File: src/rtl/audio_pkg.sv
// ---------------------------------------------------------------------------
// audio_pkg
// Shared definitions for the audio subsystem I2S blocks (receiver and the
// existing DAC transmitter).
//   AUDIO_SAMPLE_W : default sample width per channel
//   I2S_LEFT       : LRCK level that selects the left channel
//   i2s_rx_state_e : receiver frame-alignment state
// ---------------------------------------------------------------------------
package audio_pkg;

    localparam int AUDIO_SAMPLE_W = 24;

    localparam logic I2S_LEFT = 1'b0;

    typedef enum logic [1:0] {
        IDLE  = 2'd0,
        LEFT  = 2'd1,
        RIGHT = 2'd2
    } i2s_rx_state_e;

endpackage

File: src/rtl/i2s_rx_if.sv
// ---------------------------------------------------------------------------
// i2s_rx_if
// Bundles the serial I2S pins and the parallel stereo sample outputs of the
// receiver.
//   master : external source side (drives LRCK/BCK/DATA, observes samples)
//   slave  : receiver side (samples LRCK/BCK/DATA, drives sample outputs)
// Signals:
//   i2s_lrck, i2s_bck, i2s_data : asynchronous serial inputs
//   left_data, right_data       : last captured stereo pair (DATA_W each)
//   sample_valid                : one-clk strobe when a new pair is loaded
//   frame_err                   : pulses with sample_valid on a bad word length
// ---------------------------------------------------------------------------
interface i2s_rx_if
    import audio_pkg::*;
#(
    parameter int DATA_W = AUDIO_SAMPLE_W
);

    logic              i2s_lrck;
    logic              i2s_bck;
    logic              i2s_data;
    logic [DATA_W-1:0] left_data;
    logic [DATA_W-1:0] right_data;
    logic              sample_valid;
    logic              frame_err;

    modport master (
        output i2s_lrck,
        output i2s_bck,
        output i2s_data,
        input  left_data,
        input  right_data,
        input  sample_valid,
        input  frame_err
    );

    modport slave (
        input  i2s_lrck,
        input  i2s_bck,
        input  i2s_data,
        output left_data,
        output right_data,
        output sample_valid,
        output frame_err
    );

endinterface

File: src/rtl/i2s_rx_sync_edge.sv
// ---------------------------------------------------------------------------
// sync_edge
// Multi-flop synchronizer for asynchronous inputs. The edge input gets an
// extra history flop and a rising-edge strobe; the level inputs are only
// synchronized.
// Ports:
//   clk, rst_n : system clock, synchronous active-low reset
//   edge_i     : async input whose rising edge is detected (BCK)
//   level_i    : async inputs needing only synchronization (DATA, LRCK)
//   rise_o     : one-clk strobe on a synchronized rising edge of edge_i
//   level_o    : synchronized level_i
// SYNC_STAGES must be at least 2.
// ---------------------------------------------------------------------------
module sync_edge #(
    parameter int SYNC_STAGES = 2,
    parameter int LEVEL_W     = 1
) (
    input  logic               clk,
    input  logic               rst_n,
    input  logic               edge_i,
    input  logic [LEVEL_W-1:0] level_i,
    output logic               rise_o,
    output logic [LEVEL_W-1:0] level_o
);

    logic [SYNC_STAGES-1:0] edge_sync_q;
    logic                   edge_hist_q;
    logic [LEVEL_W-1:0]     level_sync_q [SYNC_STAGES];

    always_ff @(posedge clk) begin
        if (!rst_n) begin
            edge_sync_q <= '0;
            edge_hist_q <= 1'b0;
            for (int i = 0; i < SYNC_STAGES; i++) begin
                level_sync_q[i] <= '0;
            end
        end else begin
            edge_sync_q     <= {edge_sync_q[SYNC_STAGES-2:0], edge_i};
            edge_hist_q     <= edge_sync_q[SYNC_STAGES-1];
            level_sync_q[0] <= level_i;
            for (int i = 1; i < SYNC_STAGES; i++) begin
                level_sync_q[i] <= level_sync_q[i-1];
            end
        end
    end

    assign rise_o  = edge_sync_q[SYNC_STAGES-1] & ~edge_hist_q;
    assign level_o = level_sync_q[SYNC_STAGES-1];

endmodule

File: src/rtl/i2s_rx.sv
// ---------------------------------------------------------------------------
// i2s_rx
// I2S slave receiver: Philips format, MSB first, data one BCK after the LRCK
// edge, LRCK low = left. LRCK/BCK/DATA are oversampled in the clk domain
// (clk >= 4x BCK). One stereo pair is presented per frame with a one-clk
// sample_valid strobe.
// Ports:
//   clk          : system clock
//   rst_n        : synchronous active-low reset
//   enable       : capture enable, low forces IDLE (outputs hold)
//   bus (slave)  : i2s_lrck/i2s_bck/i2s_data in; left_data/right_data,
//                  sample_valid, frame_err out
// Build option:
//   I2S_RX_FRAME_CHECK_EN : when defined, per-channel true bit counters drive
//                           frame_err (pulses with sample_valid when either
//                           word of the pair was not DATA_W bits long).
//                           When undefined, frame_err is tied low.
// ---------------------------------------------------------------------------
module i2s_rx
    import audio_pkg::*;
#(
    parameter int DATA_W      = AUDIO_SAMPLE_W,
    parameter int SYNC_STAGES = 2
) (
    input  logic     clk,
    input  logic     rst_n,
    input  logic     enable,
    i2s_rx_if.slave  bus
);

    localparam int                CNT_W    = $clog2(DATA_W + 2);
    localparam logic [CNT_W-1:0]  CNT_FULL = CNT_W'(DATA_W);
    localparam logic [CNT_W-1:0]  CNT_ONE  = CNT_W'(1);

    logic bck_rise;
    logic lrck_sync;
    logic data_sync;

    sync_edge #(
        .SYNC_STAGES (SYNC_STAGES),
        .LEVEL_W     (2)
    ) u_sync (
        .clk     (clk),
        .rst_n   (rst_n),
        .edge_i  (bus.i2s_bck),
        .level_i ({bus.i2s_data, bus.i2s_lrck}),
        .rise_o  (bck_rise),
        .level_o ({data_sync, lrck_sync})
    );

    i2s_rx_state_e     state_q, state_d;
    logic              lrck_prev_q, lrck_prev_d;   // LRCK at previous bck_rise
    logic [CNT_W-1:0]  cnt_q, cnt_d;
    logic [DATA_W-1:0] sr_l_q, sr_l_d;
    logic [DATA_W-1:0] sr_r_q, sr_r_d;
    logic [DATA_W-1:0] left_hold_q, left_hold_d;
    logic              word_end_q, word_end_d;
    logic              to_left_q, to_left_d;
    logic [DATA_W-1:0] left_q, left_d;
    logic [DATA_W-1:0] right_q, right_d;
    logic              valid_q, valid_d;
    logic [CNT_W-1:0]  bit_pos;

    // MSB lands at DATA_W-1; only evaluated while cnt_q < DATA_W.
    assign bit_pos = CNT_W'(DATA_W - 1) - cnt_q;

`ifdef I2S_RX_FRAME_CHECK_EN
    localparam logic [CNT_W-1:0] CNT_OVR = CNT_W'(DATA_W + 1);
    logic [CNT_W-1:0] cnt_l_q, cnt_l_d;
    logic [CNT_W-1:0] cnt_r_q, cnt_r_d;
    logic             err_q, err_d;
`endif

    always_comb begin
        state_d     = state_q;
        lrck_prev_d = lrck_prev_q;
        cnt_d       = cnt_q;
        sr_l_d      = sr_l_q;
        sr_r_d      = sr_r_q;
        left_hold_d = left_hold_q;
        word_end_d  = 1'b0;
        to_left_d   = to_left_q;
        left_d      = left_q;
        right_d     = right_q;
        valid_d     = 1'b0;
`ifdef I2S_RX_FRAME_CHECK_EN
        cnt_l_d     = cnt_l_q;
        cnt_r_d     = cnt_r_q;
        err_d       = 1'b0;
`endif

        // Stage 2: word end registered one clk earlier; the last bit of the
        // finished word is already in its shift register. lrck_prev_q now
        // names the channel of the word that is starting.
        if (word_end_q) begin
            cnt_d = '0;
            if (lrck_prev_q == I2S_LEFT) begin
                sr_l_d = '0;
`ifdef I2S_RX_FRAME_CHECK_EN
                cnt_l_d = '0;
`endif
            end else begin
                sr_r_d = '0;
`ifdef I2S_RX_FRAME_CHECK_EN
                cnt_r_d = '0;
`endif
            end

            case (state_q)
                IDLE: begin
                    if (to_left_q) begin
                        state_d = LEFT;
                    end
                end
                LEFT: begin
                    if (!to_left_q) begin
                        state_d     = RIGHT;
                        left_hold_d = sr_l_q;
                    end
                end
                RIGHT: begin
                    if (to_left_q) begin
                        state_d = LEFT;
                        left_d  = left_hold_q;
                        right_d = sr_r_q;
                        valid_d = 1'b1;
`ifdef I2S_RX_FRAME_CHECK_EN
                        err_d   = (cnt_l_q != CNT_FULL) || (cnt_r_q != CNT_FULL);
`endif
                    end
                end
                default: state_d = IDLE;
            endcase
        end

        // Disabled: stay in IDLE, leave outputs untouched, suppress strobes.
        if (!enable) begin
            state_d     = IDLE;
            left_hold_d = left_hold_q;
            left_d      = left_q;
            right_d     = right_q;
            valid_d     = 1'b0;
`ifdef I2S_RX_FRAME_CHECK_EN
            err_d       = 1'b0;
`endif
        end

        // Stage 1: bit capture on the synchronized BCK rising edge. The bit
        // belongs to the channel LRCK selected at the previous rise.
        if (bck_rise) begin
            if (cnt_q != CNT_FULL) begin
                if (lrck_prev_q == I2S_LEFT) begin
                    sr_l_d = sr_l_q | (DATA_W'(data_sync) << bit_pos);
                end else begin
                    sr_r_d = sr_r_q | (DATA_W'(data_sync) << bit_pos);
                end
                cnt_d = cnt_q + CNT_ONE;
            end
`ifdef I2S_RX_FRAME_CHECK_EN
            if (lrck_prev_q == I2S_LEFT) begin
                if (cnt_l_q != CNT_OVR) cnt_l_d = cnt_l_q + CNT_ONE;
            end else begin
                if (cnt_r_q != CNT_OVR) cnt_r_d = cnt_r_q + CNT_ONE;
            end
`endif
            if (lrck_sync != lrck_prev_q) begin
                word_end_d  = 1'b1;
                to_left_d   = (lrck_sync == I2S_LEFT);
                lrck_prev_d = lrck_sync;
            end
        end
    end

    always_ff @(posedge clk) begin
        if (!rst_n) begin
            state_q     <= IDLE;
            lrck_prev_q <= 1'b0;
            cnt_q       <= '0;
            sr_l_q      <= '0;
            sr_r_q      <= '0;
            left_hold_q <= '0;
            word_end_q  <= 1'b0;
            to_left_q   <= 1'b0;
            left_q      <= '0;
            right_q     <= '0;
            valid_q     <= 1'b0;
        end else begin
            state_q     <= state_d;
            lrck_prev_q <= lrck_prev_d;
            cnt_q       <= cnt_d;
            sr_l_q      <= sr_l_d;
            sr_r_q      <= sr_r_d;
            left_hold_q <= left_hold_d;
            word_end_q  <= word_end_d;
            to_left_q   <= to_left_d;
            left_q      <= left_d;
            right_q     <= right_d;
            valid_q     <= valid_d;
        end
    end

`ifdef I2S_RX_FRAME_CHECK_EN
    always_ff @(posedge clk) begin
        if (!rst_n) begin
            cnt_l_q <= '0;
            cnt_r_q <= '0;
            err_q   <= 1'b0;
        end else begin
            cnt_l_q <= cnt_l_d;
            cnt_r_q <= cnt_r_d;
            err_q   <= err_d;
        end
    end

    assign bus.frame_err = err_q;
`else
    assign bus.frame_err = 1'b0;
`endif

    assign bus.left_data    = left_q;
    assign bus.right_data   = right_q;
    assign bus.sample_valid = valid_q;

endmodule

File: src/flat_wrapper.sv
// flat-port wrapper written by rule: the top's interface ports become plain ports
module i2s_rx_flat import audio_pkg::*;
#(
    parameter int DATA_W      = AUDIO_SAMPLE_W,
    parameter int SYNC_STAGES = 2
)
  (clk, rst_n, enable, bus_i2s_lrck, bus_i2s_bck, bus_i2s_data, bus_left_data, bus_right_data, bus_sample_valid, bus_frame_err);
  i2s_rx_if #(.DATA_W(DATA_W)) bus_i ();
  input  logic clk;
  input  logic rst_n;
  input  logic enable;
  input wire logic [$bits(bus_i.i2s_lrck)-1:0] bus_i2s_lrck;
  input wire logic [$bits(bus_i.i2s_bck)-1:0] bus_i2s_bck;
  input wire logic [$bits(bus_i.i2s_data)-1:0] bus_i2s_data;
  output wire logic [$bits(bus_i.left_data)-1:0] bus_left_data;
  output wire logic [$bits(bus_i.right_data)-1:0] bus_right_data;
  output wire logic [$bits(bus_i.sample_valid)-1:0] bus_sample_valid;
  output wire logic [$bits(bus_i.frame_err)-1:0] bus_frame_err;
  assign bus_i.i2s_lrck = bus_i2s_lrck;
  assign bus_i.i2s_bck = bus_i2s_bck;
  assign bus_i.i2s_data = bus_i2s_data;
  assign bus_left_data = bus_i.left_data;
  assign bus_right_data = bus_i.right_data;
  assign bus_sample_valid = bus_i.sample_valid;
  assign bus_frame_err = bus_i.frame_err;
  i2s_rx #(.DATA_W(DATA_W), .SYNC_STAGES(SYNC_STAGES)) u_core (.clk(clk), .rst_n(rst_n), .enable(enable), .bus(bus_i));
endmodule
File: config.mk
export PLATFORM = sky130hd
export DESIGN_NAME = i2s_rx_flat
export DESIGN_NICKNAME = d
export VERILOG_FILES = /design/src/rtl/audio_pkg.sv /design/src/rtl/i2s_rx_if.sv /design/src/rtl/i2s_rx_sync_edge.sv /design/src/rtl/i2s_rx.sv /design/src/flat_wrapper.sv
export SDC_FILE = /design/constraint.sdc
export NUM_CORES = 1
export LEC_CHECK = 0
export BUFFER_PORTS_ARGS = -buffer_cell sky130_fd_sc_hd__buf_2
export CORE_MARGIN = 1
export CORE_UTILIZATION = 29
export CTS_CLUSTER_DIAMETER = 60
export DETAILED_ROUTE_END_ITERATION = 8
export PLACE_DENSITY = 0.45
export RECOVER_POWER = 25
export SYNTH_ARGS = -nofsm -noshare
export SYNTH_HDL_FRONTEND = slang
export SYNTH_SLANG_ARGS = --single-unit
File: constraint.sdc
create_clock -name clk -period 1.8 [get_ports clk]
set_input_delay 0.09 -clock clk [delete_from_list [all_inputs] [get_ports clk]]
set_output_delay 0.09 -clock clk [all_outputs]
set_load 0.03 [all_outputs]
==> results.yml <==
route:
  drtPass1Iterations: 6
  wl_mm: 16.1
  wl_met2_mm: 7.37
  wl_met3_um: 554
  drtIter0Drc: 407
  vias: 5060
  highest_layer: "met4"
  wl_per_cell_um: 16.9
  met1Wirelength_mm: 7.94
  ant_nets: 0
  via_per_inst: 5.31
  drc_errors: 0
floorplanning:
  die_h_um: 144
  dieArea_um2: 20800
  die_w_um: 144
  io_pins: 56
  initial_core_util_pct: 29.8
  rows: 51
  coreArea_um2: 19700
clock_tree:
  cts_hold_buf: 4
  post_cts_buffers: 0
  cts_buffer_depth: 2
  clk_latency_ns: 0.43
  cts_tree: "built"
  cts_buffers: 17
  cts.sinks: 138
  cts.htree.levels: 4
  path_clk_slew_ns: 0.06
  cts_resized: 0
  root_buffer: "clkbuf_16"
critical_path:
  crit_family: "flip-flops"
  worst-path-buf-inv: 1
  critPathRequiredTime_ns: 2.15
  max_stage_delay_ns: 0.55
  path_max_fanout: 24
  cp_slowest_cell: "dfxtp_1"
  endpoint_kind: "flip-flop"
  cp-start-kind: "flip-flop"
  arrival_ns: 1.91
  crit_chain: "nand4b_4 -> buf_4 -> a22oi_1 -> nor3_1"
  critPathKind: "flip-flop to flip-flop"
yosys:
  async_flop_share_pct: 0
  yosysWarnings: 0
  synth_top_cell_by_area: "dfxtp_1"
  ys_ff_latch: 138
  synthTopCellsByArea: "dfxtp_1 (47%), a211oi_1 (6.4%), a22oi_1 (6.1%)"
  yosys.area.top_type_share_pct: 47.1
  synth_edf_count: 0
  synthFlopType: "dfxtp_1"
  syn_inst: 652
  synth_nets: 660
  synth.avg_cell_area_um2: 8.99
  synth_cell_types: 45
  syn_area_um2: 5860
  ys_seq_area_share_pct: 47.1
timing:
  max_freq_ghz: 0.638
  clock_skew_ns: 0.0143
  setup_viol: 0
  period_share_pct: 87.1
  tns_ns: 0
  finalHoldViolations: 0
  worst_pin_slew_ns: 0.853
  relSlewSlack_pct: 43.1
  rsz0062_at_grt: "no"
  slew_viol_final: 0
  period_needed_ns: 1.57
pwr:
  power_frac_clock_pct: 52.8
  switching_power_w: 0.00162
  ir_drop_uv: 642
  power.total_w: 0.00732
  power.leakage_nw: 2.50
  p_per_area_nw_per_um2: 1040
  p_seq_share_pct: 43.3
  p_int_w: 0.00570
  share_comb_of_total_power_pct: 3.8
  power.share.switching_pct: 22.1
finish:
  fin_nets: 683
  area_growth_pct: 19.7
  layout-drive-gt1-share_pct: 12.6
  nFillCells: 2073
  antennaDiodeCount: 0
grt:
  grt_start_max_net_pins: 55
  grt_usage_pct: 16.5
  grt_pass1_vias: 4940
  overflow: 0
  grt_pass1_wl_mm: 26.5
  antenna_found_initial: 0
placement:
  port-buffer-count: 54
  place_congestion: 0.740
  hpwlAfterDp_mm: 9.98
run:
  maxCapViolCount: 0
min_path:
  hp-class: "input pin to flip-flop"
status:
  outcome: "finished clean"
stage by stage:
step / hold WS (ns) / area [um2] / worst slack, ns / instances / utilization [%]
global placement: 0.299 / 6370 / 0.328 / 917 / 32.4
finish: 0.114 / 7020 / 0.233 / 953 / 35.7
floorplan: 0.217 / 5860 / 0.340 / 652 / -
CTS: 0.109 / 7060 / 0.264 / 953 / 35.9
global route: 0.139 / 7020 / 0.0683 / 953 / 35.7
detailed placement: 0.311 / 6370 / 0.257 / 917 / 32.4
state kept, by name, summed over array words and instances, names as in the netlist:
| name | count |
|---|---|
| u_core.left_hold_q | 24 |
| u_core.u_sync.edge_hist_q | 1 |
| u_core.bus.right_data | 24 |
| u_core.u_sync.level_sync_q | 4 |
| u_core.to_left_q | 1 |
| u_core.word_end_q | 1 |
| u_core.sr_l_q | 24 |
| u_core.state_q | 2 |
| u_core.cnt_q | 5 |
| u_core.u_sync.edge_sync_q | 2 |
| u_core.lrck_prev_q | 1 |
| u_core.bus.sample_valid | 1 |
| u_core.sr_r_q | 24 |
| u_core.bus.left_data | 24 |
final timing paths:
path | from | end | slack [ns] | cells past startpoint
max | u_core.cnt_q[2]$_SDFF_PN0_ | u_core.sr_l_q[19]$_SDFF_PN0_ | 0.23 | 4
min | rst_n | u_core.bus.right_data[4]$_SDFFE_PN0P_ | 0.11 | 3
max reg2reg | u_core.cnt_q[2]$_SDFF_PN0_ | u_core.sr_l_q[19]$_SDFF_PN0_ | 0.23 | 4
min reg2reg | u_core.u_sync.level_sync_q[0][0]$_SDFF_PN0_ | u_core.u_sync.level_sync_q[0][2]$_SDFF_PN0_ | 0.44 | 1
synth_stat cells (11+ instances only):
master	count
nand3_1	50
and3_1	25
nor3_1	50
a21oi_1	53
o21ai_1	24
buf_2	25
a211oi_1	50
a21boi_0	14
clkbuf_1	41
o21ai_0	27
a21boi_1	11
o21a_1	25
dfxtp_1	138
a22oi_1	48
cells by family (layout without fill, tap and decap cells):
family / count (synthesis) / count (layout) / share of synthesized area, %
and+or+nand+nor: 168 / 168 / 17.3
adders and majority gates: 2 / 2 / 0.427
AOI/OAI and AO/OA: 257 / 257 / 28.6
buffers and inverters: 85 / 121 / 6.30
DFF: 138 / 138 / 47.1
other: 1 / 1 / 0.0640
xor gates and xnor gates: 1 / 1 / 0.150
layer usage:
| metal | vias up | track usage (%) |
|---|---|---|
| met1 | 2450 | 21.8 |
| met2 | 108 | 26.4 |
| met3 | 17 | 3.18 |
| met5 | - | 0 |
| met4 | 0 | 6.70 |
| li1 | 2485 | - |
area by class of cell:
cell class / instances / area (um2) / share of cell area [%]
sequential: 138 / 2760 / 39.4
multi-input combinational: 429 / 2730 / 38.9
timing repair buffer: 85 / 527 / 7.51
clock buffer: 18 / 429 / 6.12
tap: 265 / 332 / 4.73
clock inverter: 14 / 220 / 3.14
inverter: 4 / 15.0 / 0.214
worst register-to-register path, cell delays in order, from the launching register on:
cell and delay (ns):
dfxtp_1 0.55, nand4b_4 0.29, buf_4 0.32, a22oi_1 0.15, nor3_1 0.19
power by group through the flow:
stage | combinational, W | clock, W | sequential (W)
2_1_floorplan | 0.000208 | 0 | 0.00322
3_3_place_gp | 0.000267 | 0 | 0.00323
3_5_place_dp | 0.000276 | 0 | 0.00324
4_1_cts | 0.000283 | 0.00396 | 0.00317
5_1_grt | 0.000314 | 0.00408 | 0.00318
6_report | 0.000281 | 0.00387 | 0.00317
cell usage in the layout (no fill, tap or decap), drive strengths merged, types with 4 or more instances in the layout:
cell	n
a211oi	51
a21boi	25
a21oi	53
a22oi	48
and2	7
and3	25
and4b	4
and4bb	4
buf	42
bufinv	5
clkbuf	57
clkinv	4
dfxtp	138
dlygate4sd3	4
inv	6
nand2	6
nand3	50
nor3	51
nor3b	4
o21a	25
o21ai	51
Note: power is estimated with default switching activity, not from simulation.
